[config.mk]
export PLATFORM = sky130hd
export DESIGN_NAME = bitmap_tx_sequencer
export DESIGN_NICKNAME = d
export VERILOG_FILES = /design/src/rtl/bitmap_tx_sequencer.sv
export SDC_FILE = /design/constraint.sdc
export NUM_CORES = 2
export LEC_CHECK = 0
export BUFFER_PORTS_ARGS = -buffer_cell sky130_fd_sc_hd__buf_2
export CAP_MARGIN = 20
export CORE_ASPECT_RATIO = 0.8
export CORE_MARGIN = 2
export CORE_UTILIZATION = 63
export CTS_CLUSTER_DIAMETER = 200
export DETAILED_ROUTE_END_ITERATION = 6
export GPL_ROUTABILITY_DRIVEN = 0
export GPL_TIMING_DRIVEN = 0
export PLACE_DENSITY = 0.81
export SETUP_SLACK_MARGIN = 0.1
export SLEW_MARGIN = 40
export SYNTH_ARGS = -nofsm -noshare
export SYNTH_HDL_FRONTEND = slang
export SYNTH_SLANG_ARGS = --single-unit
export TNS_END_PERCENT = 10
[constraint.sdc]
create_clock -name clock -period 16.4 [get_ports clock]
set_clock_uncertainty 0.1 [all_clocks]
set_input_delay 3.28 -clock clock [delete_from_list [all_inputs] [get_ports clock]]
set_output_delay 3.28 -clock clock [all_outputs]
set_load 0.01 [all_outputs]
[src/rtl/bitmap_tx_sequencer.sv]
// bitmap_tx_sequencer: stages up to DEPTH ciphertext words from a host, then on
// `go` streams them to the top_new bitmap load port, waits a settle gap, pulses
// start with the word count and measures cycles until the done edge.
// Optional feature: define BITMAP_TX_TIMEOUT_EN to enable the WAIT_DONE watchdog
// (TIMEOUT_CYCLES) and the sticky error_timeout flag.
module bitmap_tx_sequencer #(
    parameter int DATA_WIDTH     = 128,
    parameter int SIZE_WIDTH     = 32,
    parameter int DEPTH          = 16,
    parameter int GAP_CYCLES     = 10,
    parameter int TIMEOUT_CYCLES = 100000
) (
    input  logic                  clock,
    input  logic                  reset_n,
    input  logic [DATA_WIDTH-1:0] wr_data,
    input  logic                  wr_valid,
    output logic                  wr_ready,
    input  logic                  go,
    output logic [DATA_WIDTH-1:0] out_bitmap,
    output logic                  out_bitmap_valid,
    output logic [SIZE_WIDTH-1:0] out_bitmap_size,
    output logic                  out_start,
    input  logic                  in_done,
    output logic                  busy,
    output logic                  done,
    output logic [SIZE_WIDTH-1:0] cycle_count,
    output logic                  error_timeout
);

    localparam int PTR_W = (DEPTH > 1) ? $clog2(DEPTH) : 1;
    localparam int CNT_W = $clog2(DEPTH + 1);
    localparam int GAP_W = $clog2(GAP_CYCLES + 1);

    typedef enum logic [2:0] {
        S_IDLE,
        S_STREAM,
        S_GAP,
        S_START,
        S_WAIT_DONE
    } state_t;

    state_t                state;
    state_t                state_nxt;

    logic [DATA_WIDTH-1:0] mem [DEPTH];
    logic [PTR_W-1:0]      wr_ptr;
    logic [PTR_W-1:0]      rd_ptr;
    logic [CNT_W-1:0]      count;
    logic [GAP_W-1:0]      gap_cnt;
    logic                  done_prev;

    logic                  wr_fire;
    logic                  go_fire;
    logic                  pop;
    logic                  done_rise;
    logic                  timeout_hit;

    // Counter that sticks at all-ones instead of wrapping.
    function automatic logic [SIZE_WIDTH-1:0] sat_inc(input logic [SIZE_WIDTH-1:0] v);
        return (&v) ? v : v + SIZE_WIDTH'(1);
    endfunction

    assign wr_ready  = (state == S_IDLE) && (count < CNT_W'(DEPTH)) && !go;
    assign wr_fire   = wr_valid && wr_ready;
    assign go_fire   = (state == S_IDLE) && go && (count != '0);
    assign pop       = (state == S_STREAM);
    assign done_rise = in_done && !done_prev;
    assign busy      = (state != S_IDLE);

`ifdef BITMAP_TX_TIMEOUT_EN
    assign timeout_hit = (state == S_WAIT_DONE) && !done_rise &&
                         (cycle_count == SIZE_WIDTH'(TIMEOUT_CYCLES - 1));
`else
    assign timeout_hit = 1'b0;
`endif

    // State register.
    always_ff @(posedge clock or negedge reset_n) begin
        if (!reset_n) state <= S_IDLE;
        else          state <= state_nxt;
    end

    // Next-state logic; STREAM ends when the final buffered word is popped.
    always_comb begin
        state_nxt = state;
        case (state)
            S_IDLE:      if (go_fire) state_nxt = S_STREAM;
            S_STREAM:    if (count == CNT_W'(1)) state_nxt = S_GAP;
            S_GAP:       if (gap_cnt == GAP_W'(GAP_CYCLES - 1)) state_nxt = S_START;
            S_START:     state_nxt = S_WAIT_DONE;
            S_WAIT_DONE: if (done_rise || timeout_hit) state_nxt = S_IDLE;
            default:     state_nxt = S_IDLE;
        endcase
    end

    // FIFO pointers and occupancy; writes only happen in IDLE, pops only in STREAM.
    always_ff @(posedge clock or negedge reset_n) begin
        if (!reset_n) begin
            wr_ptr <= '0;
            rd_ptr <= '0;
            count  <= '0;
        end else begin
            if (wr_fire) wr_ptr <= wr_ptr + PTR_W'(1);
            if (pop)     rd_ptr <= rd_ptr + PTR_W'(1);
            if (wr_fire)  count <= count + CNT_W'(1);
            else if (pop) count <= count - CNT_W'(1);
        end
    end

    // Staging storage, no reset needed since occupancy gates every read.
    always_ff @(posedge clock) begin
        if (wr_fire) mem[wr_ptr] <= wr_data;
    end

    // Settle-gap counter, runs only while in GAP.
    always_ff @(posedge clock or negedge reset_n) begin
        if (!reset_n)            gap_cnt <= '0;
        else if (state == S_GAP) gap_cnt <= gap_cnt + GAP_W'(1);
        else                     gap_cnt <= '0;
    end

    // Previous in_done sample, tracked in every state so stale highs never look like edges.
    always_ff @(posedge clock or negedge reset_n) begin
        if (!reset_n) done_prev <= 1'b0;
        else          done_prev <= in_done;
    end

    // Registered bus, handshake and measurement outputs.
    always_ff @(posedge clock or negedge reset_n) begin
        if (!reset_n) begin
            out_bitmap       <= '0;
            out_bitmap_valid <= 1'b0;
            out_bitmap_size  <= '0;
            out_start        <= 1'b0;
            done             <= 1'b0;
            cycle_count      <= '0;
        end else begin
            out_bitmap_valid <= pop;
            out_start        <= (state == S_START);
            done             <= (state == S_WAIT_DONE) && (done_rise || timeout_hit);
            if (pop) out_bitmap <= mem[rd_ptr];
            if (go_fire) begin
                out_bitmap_size <= SIZE_WIDTH'(count);
                cycle_count     <= '0;
            end else if (state == S_START) begin
                cycle_count <= '0;
            end else if ((state == S_WAIT_DONE) && !done_rise) begin
                cycle_count <= sat_inc(cycle_count);
            end
        end
    end

`ifdef BITMAP_TX_TIMEOUT_EN
    // Sticky watchdog flag, cleared only by the next accepted go.
    always_ff @(posedge clock or negedge reset_n) begin
        if (!reset_n)         error_timeout <= 1'b0;
        else if (go_fire)     error_timeout <= 1'b0;
        else if (timeout_hit) error_timeout <= 1'b1;
    end
`else
    assign error_timeout = 1'b0;
`endif

endmodule

### Word-level counts from Yosys, hierarchy flattened

Memories as Yosys holds them, arrays and structs flattened. A register that Yosys moved wholly into a read port is not among the register bits.
Cells that the tools add are included.

| storage, ports and cells | value |
|---|---|
| register bits | 61 |
| memories kept | 1 |
| output and inout bits | 198 |
| bits in writable memories | 2,048 |

Memory list:

| memory | depth | width | read ports | clocked after memory_dff | wr ports | line | text |
|---|---|---|---|---|---|---|---|
| mem | 16 | 128 | 1 | 1 | 1 | 45 | `logic [DATA_WIDTH-1:0] mem [DEPTH];` |

| operators by class | value |
|---|---|
| eq/ne operators | 11 |
| reduce and logical (&&, ||, !) cells | 20 |
| multiplexer cells | 14 |
| magnitude comparators | 1 |
| add/subtract/negate cells | 6 |

Operator list:

| kind | count |
|---|---|
| $mux 32 | 4 |
| $add 32x1->32 const B | 1 |
| $reduce_and 32->1 | 1 |
| $pmux 3 s5 | 1 |
| $add 4x1->4 const B | 3 |
| $mux 3 | 4 |
| $mux 5 | 2 |
| $logic_and 1x1->1 | 8 |
| $eq 3x2->1 const B | 2 |
| $ne 2x2->1 const B | 3 |
| $reduce_bool 3->1 | 2 |
| $add 5x1->5 const B | 1 |
| $eq 5x1->1 const B | 1 |
| $lt 5x5->1 const B | 1 |
| $reduce_bool 5->1 | 1 |
| $sub 5x1->5 const B | 1 |
| $eq 4x4->1 const B | 1 |
| $logic_not 1->1 | 4 |
| $mux 4 | 1 |
| $reduce_and 4->1 | 1 |
| $eq 3x1->1 const B | 1 |
| $eq 3x3->1 const B | 1 |
| $logic_not 3->1 | 1 |
| $ne 3x3->1 const B | 1 |
| 4 further kinds | 5 |

### Longest topological paths before layout

| depth | value |
|---|---|
| depth in word-level cells | 7 |
| gate-level depth with buffers | 10 |
| gate-level depth less buffers | 7 |

### Worst setup path before layout

No wires, ideal clock.

| timing | value |
|---|---|
| path type | input-to-reg |
| from | in go |
| to | mem mem[10][0] (enable) |
| stages | 4 |
| path slack | 8.744 ns |
| arrival time | 7.054 ns |
| path buffers | 0 |
| data required time | 15.798 ns |
| path through | nor3_1 nand2_1 nor3b_1 and2_1 |

| between the ends | value |
|---|---|
| longest elaborated chain between the ends | 5 |

Ends and longest elaborated chain:

| what | line | text |
|---|---|---|
| start: declaration | 18 | `input logic go,` |
| $logic_not 1->1 | 63 | `assign wr_ready = (state == S_IDLE) && (count < CNT_W'(DEPTH)) && !go;` |
| $logic_and 1x1->1 | 63 |  |
| $logic_and 1x1->1 | 64 | `assign wr_fire = wr_valid && wr_ready;` |
| $mux 1 | 112 | `if (wr_fire) mem[wr_ptr] <= wr_data;` |
| $mux 1 (implied by the code) | 112 |  |
| end: declaration | 45 |  |

No other way between the ends.

### Worst setup path in the final report

| timing | value |
|---|---|
| from | in go |
| to | out wr_ready |

| between the ends | value |
|---|---|
| longest elaborated chain between the ends | 2 |

Ends and longest elaborated chain:

| what | line | text |
|---|---|---|
| $logic_not 1->1 | 63 |  |
| $logic_and 1x1->1 | 63 |  |
| end: declaration | 17 | `output logic wr_ready,` |

No other way between the ends.

==> results.ini <==
[outcome]
status=finished, final reports clean

[detailed_routing]
wl_per_cell_um=32.9
drc=0
ant_nets=0
wirelength_mm=213
firstDrtPassIters=5
vias_per_cell=6.72
first_iter_violations=6358
vias=43400

[synth]
postSynthCellCount=3885
yosys_warnings=0
synth_cell_types=57
ys_ff_latch=2237
ys_top_cells_by_area=edfxtp_1, mux4_2, dfrtp_1, mux2i_1, a21oi_1
synth_edf_count=2048
avgSynthCellArea_um2=21.9
synth_ff_type=edfxtp_1
synth_sequential_area_ratio=0.780
syn_area_mm2=0.0849
synth-async-reset-ratio=0.0845
synth_top_area_share=0.724
yosysTopAreaCell=edfxtp_1

[sta]
relSlewSlack=0.360
post-route-min-period_ps=7150
drv_slew=0
finalSetupViolCount=0
rsz0062_at_grt=false
setup_tns_ps=0
fmax_mhz=140
hold_slack_ps=374
worst_pin_slew_ps=960
finalCritPeriodShare=0.436
finalHoldViolCount=0

[clock_network]
cts_root_buffer=clkbuf_16
cts_tree=built
cts_inserted_buffers=199
clock_path_buffers=3
clock_sinks=2237
htree_levels=4
clk_pin_slew_ps=60
cts_setup_buffers=0
cts_resized=0
clk_latency_ps=840
cts_hold_buffers=0

[power_and_ir_drop]
power_density_mw_per_mm2=164
p_leak_uw=0.0326
total_power_uw=15900
ir_drop_mv=0.126

[critical_path]
worstSetupPathType=in -> out
crit_chain=buf_2, nor3_1, buf_2
endpoint_kind=primary output
cp_common_cell=buf_2
slowest_delay_ps=200
critical_path_arrival_ps=3770
startpoint_type=input port
r2r-start=state[0]
cp-startpoint=go
cp_slowest_cell=nor3_1
cp.required_ps=13020
critical_path.max_fanout=3

[floorplan]
ios=331
initial_core_util=0.635
die_w_um=414
die-area_mm2=0.138
die_y_um=332
core.rowCount=120
core_area_mm2=0.134

[grt]
antenna_found_initial=35
grt_pass1_vias=44600
track_usage=0.310
grt_remaining_overflow=0
grt_pass1_wl_mm=306
grt_max_degree=62

[final_layout]
seqCellArea_mm2=0.0662
area_delta_synth_final_pct=14.4
drive_gt1_frac=0.293
nets=4638
final_cell_area_mm2=0.0971
final_core_util=0.726
n_fill_cell=7235
multi_input_area_mm2=0.0177

[placement]
dpl_cell_area_mm2=0.0904
port_buffers=302
post-dp-hpwl_mm=122

[worst_hold_path]
hold_class=reg -> reg
hold_start=out_bitmap_size[0]

[flow_run]
cap_violations=0

[metrics by stage]
| step | cells | worst slack [ps] |
|---|---|---|
| floorplan | 3912 | 8740 |
| global placement | 5983 | 5020 |
| detailed placement | 6061 | 9240 |
| CTS | 6435 | 9240 |
| global route | 6453 | 9230 |
| finish | 6462 | 9250 |
[sequential cells by signal, summed over array words and instances (netlist names)]
register / cells
done: 1
wr_ptr: 4
gap_cnt: 4
out_start: 1
state: 3
mem: 2048
out_bitmap: 128
out_bitmap_valid: 1
count: 5
done_prev: 1
cycle_count: 32
out_bitmap_size: 5
rd_ptr: 4
[worst paths after layout]
path	to	slack [ps]	cells past startpoint
max	wr_ready	9250	3
min	out_bitmap_size[0]	370	2
max reg2reg	mem[4][61]	12210	11
min reg2reg	out_bitmap_size[0]	370	2
max in group asynchronous	out_bitmap[61]	12470	4
min in group asynchronous	out_bitmap[0]	2250	1
[critical path, delay by kind of cell]
family / cells / cell delay [ps]
simple gates: 1 / 200
buf+inv: 2 / 280
[cells in the final DEF (no fill, tap or decap), types with 26 or more instances in the layout]
cell type / count
a21oi_1: 141
buf_12: 70
buf_2: 371
buf_4: 29
clkbuf_1: 130
clkbuf_16: 206
clkbuf_2: 51
clkinv_1: 28
clkinv_2: 38
conb_1: 28
dfrtp_1: 189
diode_2: 26
edfxtp_1: 2048
mux2i_1: 259
mux4_2: 512
nand2_1: 31
nor2_1: 147
o21ai_0: 141
[Yosys cell counts (3+ instances only)]
cell,instances
nand4_1,12
nand3_1,19
buf_2,65
or3_1,12
a21oi_1,141
mux2i_1,259
and4_1,4
or4_1,7
mux2_2,4
o31ai_1,9
ha_1,11
clkbuf_1,124
mux4_2,512
nor2_1,147
and3_1,5
dfrtp_1,189
nor3_1,8
edfxtp_1,2048
o31a_1,3
o211ai_1,6
nor4_1,9
buf_1,10
nand2_1,31
xnor2_1,15
o21ai_0,141
and2_1,19
buf_4,28
inv_1,9
[logic make-up (layout without fill, tap and decap cells)]
kind of cell	count (synthesis)	after routing	share of synthesized area
simple gates	290	290	0.0165
mux	775	775	0.167
fa+ha+maj	11	11	0.00162
other cells	1	54	0.0000442
xor+xnor	17	17	0.00175
buf+inv	240	995	0.0132
flops	2237	2237	0.780
compound gates	314	314	0.0198
[layer usage]
metal / up-vias / global-route usage / wire length, µm
met1: 22700 / 0.420 / 75700
met4: 10 / 0.136 / 9600
li1: 17300 / - / -
met5: - / 0 / 65
met2: 2950 / 0.495 / 104000
met3: 478 / 0.0700 / 23200
[final cells by class]
cell class / instances / share of cell area
inverter: 10 / 0.000387
antenna: 26 / 0.000670
tap: 1769 / 0.0228
timing repair buffer: 381 / 0.0324
clock inverter: 97 / 0.0105
sequential: 2237 / 0.682
clock buffer: 277 / 0.0573
multi-input combinational: 1435 / 0.182
buffer: 230 / 0.0119
[where the power goes]
part / switching [µW] / internal [µW] / total [µW]
sequential: 180 / 6470 / 6650
clock: 2060 / 2670 / 4730
combinational: 2680 / 1890 / 4560
(Power assumes the default switching activity.)
